File: src/rtl/input_conditioner_pkg.sv
// -----------------------------------------------------------------------------
// input_conditioner_pkg
//   Shared project constants for the input conditioner, the top-level glue and
//   the CPU mode decode.
//   - mode_e          : operating-mode FSM state encoding
//   - debounce_cycles : debounce window length in clock cycles, minimum 1
// -----------------------------------------------------------------------------
package input_conditioner_pkg;

    typedef enum logic [1:0] {
        MODE_RUN    = 2'd0,
        MODE_LOAD_S = 2'd1,
        MODE_LOAD_T = 2'd2,
        MODE_CPU    = 2'd3
    } mode_e;

    // Product is formed in 64 bits so fast clocks with long windows do not wrap.
    function automatic int unsigned debounce_cycles(input int unsigned clock_hz,
                                                    input int unsigned debounce_ms);
        longint unsigned d;
        d = (longint'(clock_hz) * longint'(debounce_ms)) / 64'd1000;
        return (d < 64'd1) ? 1 : int'(d);
    endfunction

endpackage

File: src/rtl/debounce_bit.sv
// -----------------------------------------------------------------------------
// debounce_bit
//   Two-flop synchroniser followed by a stability counter for one button.
//   The level follows the synchronised input only after it has disagreed with
//   the current level on D consecutive clock edges; any agreement restarts
//   the count.
// Ports
//   clk           in   system clock, rising edge
//   rst_n_i       in   asynchronous active-low reset
//   raw_i         in   raw button pin
//   level_next_o  out  debounced level as it will be after the current edge
// -----------------------------------------------------------------------------
module debounce_bit #(
    parameter int unsigned D = 4
) (
    input  logic clk,
    input  logic rst_n_i,
    input  logic raw_i,
    output logic level_next_o
);

    localparam int unsigned CW = $clog2(D + 1);

    logic          r_s1;
    logic          r_s2;
    logic          r_level;
    logic [CW-1:0] r_cnt;

    logic w_differs;
    logic w_terminal;

    assign w_differs  = (r_s2 != r_level);
    assign w_terminal = (r_cnt == CW'(D - 1));

    always_ff @(posedge clk or negedge rst_n_i) begin
        if (!rst_n_i) begin
            r_s1    <= 1'b0;
            r_s2    <= 1'b0;
            r_level <= 1'b0;
            r_cnt   <= '0;
        end else begin
            r_s1 <= raw_i;
            r_s2 <= r_s1;
            if (!w_differs) begin
                r_cnt <= '0;
            end else if (w_terminal) begin
                r_level <= r_s2;
                r_cnt   <= '0;
            end else begin
                r_cnt <= r_cnt + CW'(1);
            end
        end
    end

    // Exposes the value r_level takes at this edge so a downstream registered
    // decoder can change state on the same edge as the level itself.
    assign level_next_o = (w_differs && w_terminal) ? r_s2 : r_level;

endmodule

File: src/rtl/input_conditioner.sv
// -----------------------------------------------------------------------------
// input_conditioner
//   Synchronises the raw control/data pins, debounces the two buttons and
//   decodes the operating mode (LFSR run, state load, taps load, CPU).
//   Produces hold levels, one-cycle load strobes and a data snapshot taken on
//   the strobe edge.
// Ports
//   clk               in   system clock, rising edge
//   rst_n_i           in   asynchronous active-low reset
//   reset_lfsr_raw_i  in   raw button: load LFSR state
//   reset_taps_raw_i  in   raw button: load LFSR taps
//   data_raw_i        in   raw data pins [DATA_BITS]
//   reset_lfsr_o      out  state-load level (LOAD_S)
//   reset_taps_o      out  taps-load level (LOAD_T)
//   load_state_o      out  1-cycle strobe on RUN->LOAD_S
//   load_taps_o       out  1-cycle strobe on RUN->LOAD_T
//   data_o            out  synchronised data captured with a strobe [DATA_BITS]
//   mode_cpu_o        out  CPU mode
// -----------------------------------------------------------------------------
module input_conditioner
    import input_conditioner_pkg::*;
#(
    parameter int unsigned CLOCK_HZ    = 6250,
    parameter int unsigned DEBOUNCE_MS = 10,
    parameter int unsigned DATA_BITS   = 5
) (
    input  logic                 clk,
    input  logic                 rst_n_i,
    input  logic                 reset_lfsr_raw_i,
    input  logic                 reset_taps_raw_i,
    input  logic [DATA_BITS-1:0] data_raw_i,
    output logic                 reset_lfsr_o,
    output logic                 reset_taps_o,
    output logic                 load_state_o,
    output logic                 load_taps_o,
    output logic [DATA_BITS-1:0] data_o,
    output logic                 mode_cpu_o
);

    localparam int unsigned D = debounce_cycles(CLOCK_HZ, DEBOUNCE_MS);

    logic                 w_lr;
    logic                 w_lt;
    logic [DATA_BITS-1:0] r_data_s1;
    logic [DATA_BITS-1:0] r_data_s2;
    logic [DATA_BITS-1:0] r_data;
    logic                 r_load_state;
    logic                 r_load_taps;
    mode_e                r_state;
    mode_e                w_state_next;
    logic                 w_fire_state;
    logic                 w_fire_taps;

    debounce_bit #(.D(D)) u_deb_lfsr (
        .clk          (clk),
        .rst_n_i      (rst_n_i),
        .raw_i        (reset_lfsr_raw_i),
        .level_next_o (w_lr)
    );

    debounce_bit #(.D(D)) u_deb_taps (
        .clk          (clk),
        .rst_n_i      (rst_n_i),
        .raw_i        (reset_taps_raw_i),
        .level_next_o (w_lt)
    );

    always_ff @(posedge clk or negedge rst_n_i) begin
        if (!rst_n_i) begin
            r_state <= MODE_RUN;
        end else begin
            r_state <= w_state_next;
        end
    end

    // Release from CPU always lands in RUN, so a late release of one button
    // can never be mistaken for a fresh single-button press.
    always_comb begin
        w_state_next = r_state;
        w_fire_state = 1'b0;
        w_fire_taps  = 1'b0;
        unique case (r_state)
            MODE_RUN: begin
                if (w_lr && w_lt)  w_state_next = MODE_CPU;
                else if (w_lr)     w_state_next = MODE_LOAD_S;
                else if (w_lt)     w_state_next = MODE_LOAD_T;
            end
            MODE_LOAD_S: begin
                if (!w_lr)         w_state_next = MODE_RUN;
                else if (w_lt)     w_state_next = MODE_CPU;
            end
            MODE_LOAD_T: begin
                if (!w_lt)         w_state_next = MODE_RUN;
                else if (w_lr)     w_state_next = MODE_CPU;
            end
            MODE_CPU: begin
                if (!w_lr && !w_lt) w_state_next = MODE_RUN;
            end
            default: w_state_next = MODE_RUN;
        endcase
        w_fire_state = (r_state == MODE_RUN) && (w_state_next == MODE_LOAD_S);
        w_fire_taps  = (r_state == MODE_RUN) && (w_state_next == MODE_LOAD_T);
    end

    always_ff @(posedge clk or negedge rst_n_i) begin
        if (!rst_n_i) begin
            r_data_s1    <= '0;
            r_data_s2    <= '0;
            r_data       <= '0;
            r_load_state <= 1'b0;
            r_load_taps  <= 1'b0;
        end else begin
            r_data_s1    <= data_raw_i;
            r_data_s2    <= r_data_s1;
            r_load_state <= w_fire_state;
            r_load_taps  <= w_fire_taps;
            if (w_fire_state || w_fire_taps) begin
                r_data <= r_data_s2;
            end
        end
    end

    assign reset_lfsr_o = (r_state == MODE_LOAD_S);
    assign reset_taps_o = (r_state == MODE_LOAD_T);
    assign mode_cpu_o   = (r_state == MODE_CPU);
    assign load_state_o = r_load_state;
    assign load_taps_o  = r_load_taps;
    assign data_o       = r_data;

endmodule

File: config.mk
export PLATFORM = sky130hd
export DESIGN_NAME = input_conditioner
export DESIGN_NICKNAME = d
export VERILOG_FILES = /design/src/rtl/input_conditioner_pkg.sv /design/src/rtl/debounce_bit.sv /design/src/rtl/input_conditioner.sv
export SDC_FILE = /design/constraint.sdc
export NUM_CORES = 1
export LEC_CHECK = 0
export CAP_MARGIN = 25
export CELL_PAD_IN_SITES_DETAIL_PLACEMENT = 0
export CELL_PAD_IN_SITES_GLOBAL_PLACEMENT = 1
export CORE_MARGIN = 5
export CORE_UTILIZATION = 35
export DETAILED_ROUTE_END_ITERATION = 8
export HOLD_SLACK_MARGIN = 0.02
export PLACE_DENSITY = 0.71
export SLEW_MARGIN = 20
export SYNTH_ARGS = -nofsm -noshare
export SYNTH_HDL_FRONTEND = slang
export SYNTH_HIERARCHICAL = 1
export SYNTH_SLANG_ARGS = --single-unit
File: constraint.sdc
create_clock -name clk -period 2.6 [get_ports clk]
set_input_delay 0.39 -clock clk [delete_from_list [all_inputs] [get_ports clk]]
set_output_delay 0.39 -clock clk [all_outputs]
set_load 0.01 [all_outputs]
Yosys cells after proc, flatten, opt, wreduce, memory -nomap -nowiden

Cells that the tools add are included.

Register bits after elaboration: 37
Input bits: 9
Output and inout bits: 10
Word-level logic and storage cells: 52

Add/sub/neg operators: 2
Eq/ne operators: 9
Multiplexer cells: 15
Reduce and logical (&&, ||, !) cells: 12

Operators with widths:

| kind                                                            | count |
|---|---|
| 6-bit 2-to-1 mux                                                | 4 |
| 2-bit 2-to-1 mux                                                | 8 |
| 6-bit by 1-bit adder with 6-bit output, second input constant   | 2 |
| 6-bit == test, second input constant                            | 2 |
| 2-bit case mux with 4 select lines                              | 1 |
| 2-bit == test, second input constant                            | 3 |
| 1-bit logical AND                                               | 6 |
| 2-bit by 1-bit == test with 1-bit output, second input constant | 2 |
| 2-bit AND reduction                                             | 2 |
| 1-bit zero test                                                 | 2 |
| 2-bit zero test                                                 | 1 |
| 1-bit 2-to-1 mux                                                | 2 |
| 1-bit inequality test                                           | 2 |
| 1-bit logical OR                                                | 1 |

Logic depth before layout (Yosys ltp)

Word-level depth: 10
Gate-level depth with buffers: 9
Depth with buffers taken out: 8

Modules after synthesis

The synthesis kept the hierarchy.

Modules (own cells, without submodules):

| module            | instances | cells each | area each (um^2) | seq. area each (um^2) |
|---|---|---|---|---|
| debounce_bit      | 2         | 33         | 387.9            | 225.2 |
| input_conditioner | 1         | 40         | 653.1            | 475.5 |

Worst setup path after synthesis

No wires, ideal clock.

Path kind: register to register
From: register u_deb_taps.r_cnt[1]
To: register r_data[0], in the netlist data_o[0]
Setup time: 125 ps
Data arrival time: 2,069 ps
Required time: 2,475 ps
Slack: 405 ps
Cell stages (with the launch flop): 10
Period minus slack after synthesis: 2,195 ps
Path through: dfrtp_1 > inv_1 > ha_1 > nand4_1 > nor2_1 > mux2_2 > xnor2_1 > or3_1 > buf_6 > mux2_4

Word-level cells in the longest chain between the ends: 10

RTL lines:

| what                                                                      | RTL line                                           | text |
|---|---|---|
| from (decl)                                                               | debounce_bit.sv:27                                 | `logic [CW-1:0] r_cnt;` |
| from (signal assigned)                                                    | debounce_bit.sv:50                                 | `r_cnt <= r_cnt + CW'(1);` |
| 6-bit == test *                                                           | debounce_bit.sv:33                                 | `assign w_terminal = (r_cnt == CW'(D - 1));` |
| 1-bit logical AND *                                                       | debounce_bit.sv:57                                 | `assign level_next_o = (w_differs && w_terminal) ? r_s2 : r_level;` |
| 1-bit 2-to-1 mux *                                                        | debounce_bit.sv:57                                 |  |
| net w_lt                                                                  | input_conditioner.sv:43                            | `logic w_lt;` |
| 2-bit 2-to-1 mux or 1-bit zero test (tied branches)                       | input_conditioner.sv:86, input_conditioner.sv:97   |  |
| 2-bit 2-to-1 mux or 1-bit logical AND (tied branches)                     | input_conditioner.sv:85, input_conditioner.sv:97   |  |
| 2-bit 2-to-1 mux (on tied branches)                                       | input_conditioner.sv:84, input_conditioner.sv:97   |  |
| 2-bit case mux with 4 select lines *                                      | input_conditioner.sv:82                            | `unique case (r_state)` |
| 2-bit by 1-bit == test with 1-bit output or 2-bit == test (tied branches) | input_conditioner.sv:101, input_conditioner.sv:102 |  |
| 1-bit logical AND (on tied branches)                                      | input_conditioner.sv:101, input_conditioner.sv:102 |  |
| 1-bit logical OR *                                                        | input_conditioner.sv:117                           | `if (w_fire_state \|\| w_fire_taps) begin` |
| to (signal assigned)                                                      | input_conditioner.sv:118                           | `r_data <= r_data_s2;` |
| to (decl)                                                                 | input_conditioner.sv:46                            | `logic [DATA_BITS-1:0] r_data;` |

Mark *: on every way through the listed nets, which the timed path passes. The rest lies on a longest branch.
A chain may end at the register's enable or synchronous reset.

Final worst setup path

From: register u_deb_taps.r_cnt[1]
To: register r_data[1], in the netlist data_o[1]

Same word-level chain as after synthesis.

==> qor.csv <==
metric,value,unit
status,"complete, no violations",
number of CTS-inserted buffers,5,
Synth Net Count,119,
Max-cap violations,0,
global-route wire length before repair,4000,µm
ant diodes,0,
Yosys warning count,6,
CP peak stage delay,0.45,ns
postcts setup bufs,0,
r2r startpoint,u_deb_taps/r_cnt[1]$_DFF_PN0_,
Rows,23,
period utilization,0.914,
headroom to the max-slew limit,0.660,
Syn Inst Count,106,
largest net degree at the start of global routing,38,
antenna violations before repair,0,
WHS Endpoint,r_data_s2[4]$_DFF_PN0_,
nets,144,
Hold Fails Final Rpt,0,
Vias/cell,4.56,
Pwr Density,681,nW/µm²
I/O pin count,19,
RSZ-0062 raised after global routing,no,
Area contributors post-synth,"dfrtp_1, mux2_4, nor2_1, xor2_1, ha_1",
Crit path buffers/inverters,1,
fin area,1800,µm²
hold buffers post-CTS,0,
min Tclk post-route,2.38,ns
reg2reg setup slack,0.22,ns
"Cell Chain, Critical Path","inv_1, ha_1, nand4_1, nor2_1, mux2_2, xnor2_1, or3_1, mux2_4",
Layout Cells excl Fill,182,
setup TNS,0,ns
clock-pin slew on the worst setup and hold paths,0.07,ns
most frequent cells in the layout,"dfrtp_1, clkdlybuf4s50_1, nor2_1",
FF-to-FF path depth,8,
port bufs,18,
FMAX,421,MHz
Initial DRC Count,27,
Pre-antenna DRT Iters,4,
VDD IR max,0.400,mV
HPWL Detailed,1610,µm
"Slowest-stage cell, CP",or3_1,
Cells after DPL,174,
Critical Path AT,2.54,ns
critical path class,flip-flop to flip-flop,
WP data required,2.77,ns
root buf cell,clkbuf_8,
Chip Width,73.9,µm
library cells used by synthesis,22,
Mean Syn Cell Area,13.5,µm²
crit start category,flip-flop,
layout cells sized above 1,0.167,
Synth top area share,0.648,
final core area utilization,0.454,
synthesis-to-layout area growth,26.1,%
GRT Total Usage,0.0998,
CTS HTree Levels,2,
worst-path fanout max,7,
fin. max-slew vios,0,
r2r endpoint,data_o[1]$_DFFE_PN0P_,
hold path depth,0,
die area,5460,µm²
sequential area share after synthesis,0.648,
CTS max path bufs,2,
Post-Place Cell Area,1670,µm²
core area,3970,µm²
vias in the first global route,882,
Synth Register Bits,37,
clock net sink count,37,
"most common cell after layout, fill and taps aside",dfrtp_1,
routed wire length,2280,µm
DRT antenna net count,0,
CTS tree,built,
GP Congestion,0.738,
Vias,830,
Leak,0.000801,µW
Chip Height,73.9,µm
Crit path max-delay family,multiplexers,
DRC violations left,0,
Worst Tran Pin Value,0.506,ns
post-synth top area cell,dfrtp_1,
final setup vio count,0,
WL/cell,12.5,µm
Worst Skew,0.00745,ns
clock latency on the worst-skew pair,0.28,ns
gr ovfl total,0,
fillcell total,362,
endpoint type of the worst setup path,flip-flop,
Synth Cell Area,1430,µm²
Initial Utilization,0.360,
CTS resizes,0,
Hold Crit Start,r_data_s1[4]$_DFF_PN0_,
HP Class,flip-flop to flip-flop,
[metrics by stage]
| step | power (µW) | setup WS (ns) | hold slack [ns] |
|---|---|---|---|
| after global placement | 659 | 0.280 | 0.335 |
| after global routing | 1280 | 0.0698 | 0.365 |
| final | 1230 | 0.224 | 0.352 |
| after CTS | 1250 | 0.219 | 0.355 |
| after floorplan | 631 | 0.405 | 0.0944 |
| after detailed placement | 662 | 0.235 | 0.340 |
[Yosys cell counts]
master and n:
and2_1 1, nand3_2 2, dfrtp_1 37, nand3_1 2
inv_1 4, a21oi_2 2, xnor2_1 3, nor2_1 14
mux2_4 5, nor2b_1 2, mux2_2 4, nor4b_1 2
or3_1 3, a21oi_1 4, ha_1 4, buf_6 1
nand2_1 2, o21ai_1 2, xor2_1 6, o21ai_0 2
nand4_1 2, nand2b_1 2
[sequential cells by signal (all words and copies together) (netlist names)]
name                cells
u_deb_taps/r_s2         1
load_state_o            1
r_data_s1               5
u_deb_lfsr/r_level      1
u_deb_lfsr/r_s2         1
u_deb_taps/r_level      1
u_deb_lfsr/r_s1         1
load_taps_o             1
data_o                  5
u_deb_taps/r_s1         1
u_deb_taps/r_cnt        6
u_deb_lfsr/r_cnt        6
r_state                 2
r_data_s2               5
[kinds of logic (layout without fill, tap and decap cells)]
kind of cell	count (synthesis)	in the layout	share of synthesized area
mux	9	9	0.0841
xor+xnor	9	9	0.0552
fa+ha+maj	4	4	0.0350
simple gates	32	32	0.119
compound gates	10	10	0.0403
flops	37	37	0.648
buf+inv	5	31	0.0184
[worst max-delay path by stage]
stage,start,slack (ns),cells past startpoint,to
global route,u_deb_taps/r_cnt[1]$_DFF_PN0_,0.07,8,data_o[1]$_DFFE_PN0P_
CTS,u_deb_taps/r_cnt[1]$_DFF_PN0_,0.22,8,data_o[1]$_DFFE_PN0P_
finish,u_deb_taps/r_cnt[1]$_DFF_PN0_,0.22,8,data_o[1]$_DFFE_PN0P_
global placement,u_deb_taps/r_cnt[1]$_DFF_PN0_,0.28,8,data_o[1]$_DFFE_PN0P_
floorplan,u_deb_taps/r_cnt[1]$_DFF_PN0_,0.41,9,data_o[0]$_DFFE_PN0P_
detailed placement,u_deb_taps/r_cnt[1]$_DFF_PN0_,0.23,8,data_o[2]$_DFFE_PN0P_
[layout make-up]
cell class	count	area (µm²)	share of cell area
tap	50	62.6	0.0347
clock inverter	3	65.1	0.0361
clock buffer	5	68.8	0.0382
inverter	4	15.0	0.00833
timing repair buffer	19	188	0.104
multi-input combinational	64	477	0.265
sequential	37	926	0.514
[per-layer routing]
metal	GRT usage	vias to the layer above	share of wire
met2	0.151	10	0.49
met1	0.120	413	0.45
li1	-	403	-
met4	0.0543	0	0.023
met3	0.0410	4	0.032
met5	0	-	0
[where the power goes]
group | internal, µW | leakage [µW] | switching (µW)
Sequential | 594 | 0.000479 | 12.8
Clock | 381 | 0.0000681 | 197
Combinational | 20.3 | 0.000253 | 22.1
Total | 995 | 0.000801 | 232
[worst register-to-register path, stage by stage, from the launching register on]
cell	delay, ns
dfrtp_1	0.41
inv_1	0.06
ha_1	0.14
nand4_1	0.12
nor2_1	0.18
mux2_2	0.42
xnor2_1	0.14
or3_1	0.45
mux2_4	0.34
Power figures use the tool's default switching activity.
